**config.mk**
```make
export PLATFORM = sky130hd
export DESIGN_NAME = t_ff_updown_counter
export DESIGN_NICKNAME = d
export VERILOG_FILES = /design/src/rtl/t_ff_updown_counter.sv
export SDC_FILE = /design/constraint.sdc
export NUM_CORES = 1
export LEC_CHECK = 0
export CAP_MARGIN = 10
export CORE_AREA = 4 4 41 43
export DETAILED_ROUTE_END_ITERATION = 12
export DIE_AREA = 0 0 45 47
export PLACE_DENSITY = 0.88
export REMOVE_ABC_BUFFERS = 1
export SYNTH_ARGS = -nofsm -noshare
export SYNTH_HDL_FRONTEND = slang
export SYNTH_SLANG_ARGS = --single-unit
```
**constraint.sdc**
```tcl
create_clock -name clk -period 4 [get_ports clk]
set_input_delay 0.8 -clock clk [delete_from_list [all_inputs] [get_ports clk]]
set_output_delay 0.8 -clock clk [all_outputs]
set_load 0.02 [all_outputs]
```
**src/rtl/t_ff_updown_counter.sv**
```systemverilog
// Modulo-N up/down counter built from one T flip-flop per bit.
// Per-bit toggle enables are derived from the count, direction, enable and load.
module t_ff_updown_counter #(
    parameter int WIDTH   = 4,
    parameter int MODULUS = 2 ** WIDTH
) (
    input  logic             clk,
    input  logic             rst,
    input  logic             en,
    input  logic             up,
    input  logic             load,
    input  logic [WIDTH-1:0] d,
    output logic [WIDTH-1:0] q,
    output logic [WIDTH-1:0] qbar,
    output logic [WIDTH-1:0] t_vec,
    output logic             tc,
    output logic             wrap
);

    localparam logic [WIDTH-1:0] LAST = WIDTH'(MODULUS - 1);

    logic             at_top;
    logic             at_bottom;
    logic [WIDTH-1:0] next;

    // '>=' rather than '==' so an out-of-range loaded value wraps to 0 on the next up step.
    assign at_top    = (q >= LAST);
    assign at_bottom = (q == '0);

    // NOTE: next gets a default before any branch, so no path leaves it unassigned and no latch is inferred.
    always_comb begin
        next = q;
        if (rst) begin
            next = '0;
        end else if (load) begin
            next = d;
        end else if (en) begin
            if (up) begin
                next = at_top ? '0 : q + WIDTH'(1);
            end else begin
                next = at_bottom ? LAST : q - WIDTH'(1);
            end
        end
    end

    assign t_vec = q ^ next;
    assign qbar  = ~q;
    assign tc    = ~rst & en & ~load & (up ? at_top : at_bottom);

    // NOTE: registers are written with non-blocking assignments so every flop samples pre-edge values.
    always_ff @(posedge clk) begin
        if (rst) begin
            q    <= '0;
            wrap <= 1'b0;
        end else begin
            q    <= q ^ t_vec;
            wrap <= tc;
        end
    end

endmodule

```
==> flow_metrics.env <==
export IMPL_status="complete, no violations"
export IMPL_start_kind="input port"
export IMPL_rows=13
export IMPL_min_path_type="register to register"
export IMPL_n_antenna_cell=0
export IMPL_drive_gt1_share_pct=8.25
export IMPL_die_h_um=47
export IMPL_grt_overflow_total=0
export IMPL_layout_commonest_cell="clkdlybuf4s50_1"
export IMPL_synth_area_per_cell_um2=7.32
export IMPL_vias=626
export IMPL_layout_common_cells="clkdlybuf4s50_1 (22), inv_1 (7), nand2_1 (6)"
export IMPL_fin_nets=109
export IMPL_clockRootBuffer="clkbuf_4"
export IMPL_cts_made_buffers=3
export IMPL_grt_max_degree=16
export IMPL_pre_cts_ws_ns=0.360
export IMPL_initial_utilization_pct=42.2
export IMPL_cp_end_kind="output pin"
export IMPL_clock_sinks=5
export IMPL_core_um2=1300
export IMPL_synth_seq_area_share_pct=18.2
export IMPL_slew_violations=0
export IMPL_max_freq_mhz=275
export IMPL_nFillCells=129
export IMPL_p_per_area_nw_per_um2=279
export IMPL_rsz0062_at_grt="false"
export IMPL_vias_per_cell=5.59
export IMPL_ant_nets=0
export IMPL_syn_cell_area_um2=549
export IMPL_dr_pass1_iters=4
export IMPL_totalNegativeSetupSlack_ns=0
export IMPL_yosysTopAreaCell="dfxtp_1"
export IMPL_initialDrtViolationCount=18
export IMPL_critPathKind="input port to output pin"
export IMPL_postCtsSetupBuffers=0
export IMPL_grt_util_all_layers_pct=14.7
export IMPL_ys_ff_latch=5
export IMPL_yosysUniqueCellTypes=35
export IMPL_gp_congestion=0.813
export IMPL_cp_required_ns=3.20
export IMPL_grt_first_pass_wirelength_mm=2.33
export IMPL_synth_edf_count=0
export IMPL_clk_path_buf_depth=2
export IMPL_wl_per_cell_um=12.5
export IMPL_async_flop_share_pct=0
export IMPL_worstMarginPinSlew_ns=0.454
export IMPL_fin_ws_ns=0.363
export IMPL_cts_resized=0
export IMPL_htree_num_levels=1
export IMPL_die_area_um2=2120
export IMPL_synth_top_cell_area_share_pct=18.2
export IMPL_setup_violations=0
export IMPL_dp_hpwl_mm=1.06
export IMPL_area_growth_pct=43.5
export IMPL_path_max_fanout=11
export IMPL_min_period_over_period_pct=90.9
export IMPL_antenna_found_initial=0
export IMPL_cap_violations=0
export IMPL_io_buffers=22
export IMPL_clk_pin_slew_ns=0.04
export IMPL_synthCells=75
export IMPL_drt_wl_total_mm=1.40
export IMPL_ys_flop_type="dfxtp_1"
export IMPL_final_setup_skew_ns=0.000670
export IMPL_cp_arrival_ns=2.84
export IMPL_vdd_drop_max_mv=0.165
export IMPL_postCtsHoldBufs=0
export IMPL_pin_count=23
export IMPL_finalCriticalPeriod_ns=3.64
export IMPL_yosysWarnings=0
export IMPL_power_leakage_uw=0.000301
export IMPL_die_x_um=45
export IMPL_cts_tree="yes"
export IMPL_power_uw=220
export IMPL_grt_pass1_vias=579
export IMPL_finalHoldViolations=0
export IMPL_slew_headroom_pct=69.7
export IMPL_drc=0
export IMPL_insertion_delay_ns=0.25
export IMPL_synth_area_leaders="dfxtp_1 (18%), inv_1 (4.8%), a2111oi_0 (4.8%)"
flip-flops by register name (all words and copies together), names as in the netlist:
| register | count |
|---|---|
| wrap | 1 |
| q | 4 |
power breakdown:
part	internal, uW	leakage (uW)	switching, uW
combinational	48.3	0.000244	47.5
sequential	53.7	0.0000415	10.2
clock	37.8	0.0000150	22.4
cells in the mapped netlist (2+ instances only):
library cell / n
dfxtp_1: 5
o21ai_0: 3
o21a_1: 2
inv_1: 7
nand3_1: 2
a2111oi_0: 3
buf_2: 3
nor2_1: 4
a211oi_1: 2
nor2b_1: 3
buf_6: 2
nor3_1: 2
ha_1: 2
nand4_1: 3
nand2b_1: 3
nand2_1: 6
a21oi_1: 5
worst paths after layout:
path                            cells past startpoint  slack (ns)               to       startpoint
worst max-delay path                                6        0.36         t_vec[0]               up
worst min-delay path                                2        0.61  q[0]$_SDFF_PP0_  q[0]$_SDFF_PP0_
worst min register to register                      2        0.61  q[0]$_SDFF_PP0_  q[0]$_SDFF_PP0_
worst max register to register                      6        2.18  q[3]$_SDFF_PP0_  q[0]$_SDFF_PP0_
final cells by class:
| class | count | area (um^2) | area share, % |
|---|---|---|---|
| Multi-Input combinational cell | 57 | 382 | 48.4 |
| Tap cell | 15 | 18.8 | 2.38 |
| Clock buffer | 4 | 26.3 | 3.33 |
| Inverter | 7 | 26.3 | 3.33 |
| Timing Repair Buffer | 24 | 235 | 29.8 |
| Sequential cell | 5 | 100 | 12.7 |
logic make-up after synthesis:
family	Yosys count	share of synthesized area, %
AND/OR/NAND/NOR	28	28.0
AO/OA/AOI/OAI	24	31.9
buffers and inverters	13	12.3
flip-flops	5	18.2
XOR/XNOR	2	3.19
adder cells (fa/ha/maj)	2	4.56
multiplexers	1	1.82
stage by stage:
stage / utilization (%) / hold slack (ns) / cells / area, um^2
final: 60.6 / 0.605 / 112 / 788
after global routing: 60.6 / 0.645 / 112 / 788
after CTS: 60.6 / 0.608 / 112 / 788
after detailed placement: 58.6 / 0.599 / 108 / 762
after global placement: 58.6 / 0.583 / 108 / 762
after floorplan: - / 0.621 / 69 / 508
worst max-delay path: stages:
cell             delay, ns
clkdlybuf4s50_1       0.59
nand2b_1              0.26
o31ai_1               0.26
nor2_1                0.07
o32a_1                0.32
clkdlybuf4s50_1       0.53
layer usage:
layer | up-vias | wire length (um) | GRT usage [%] | share of wire, %
met5 | - | 0 | 0 | 0
met4 | 0 | 13 | 5.26 | 0.93
met2 | 25 | 646 | 23.7 | 46
li1 | 319 | - | - | -
met3 | 2 | 113 | 4.21 | 8.1
met1 | 280 | 626 | 18.6 | 45
(Power assumes the default switching activity.)
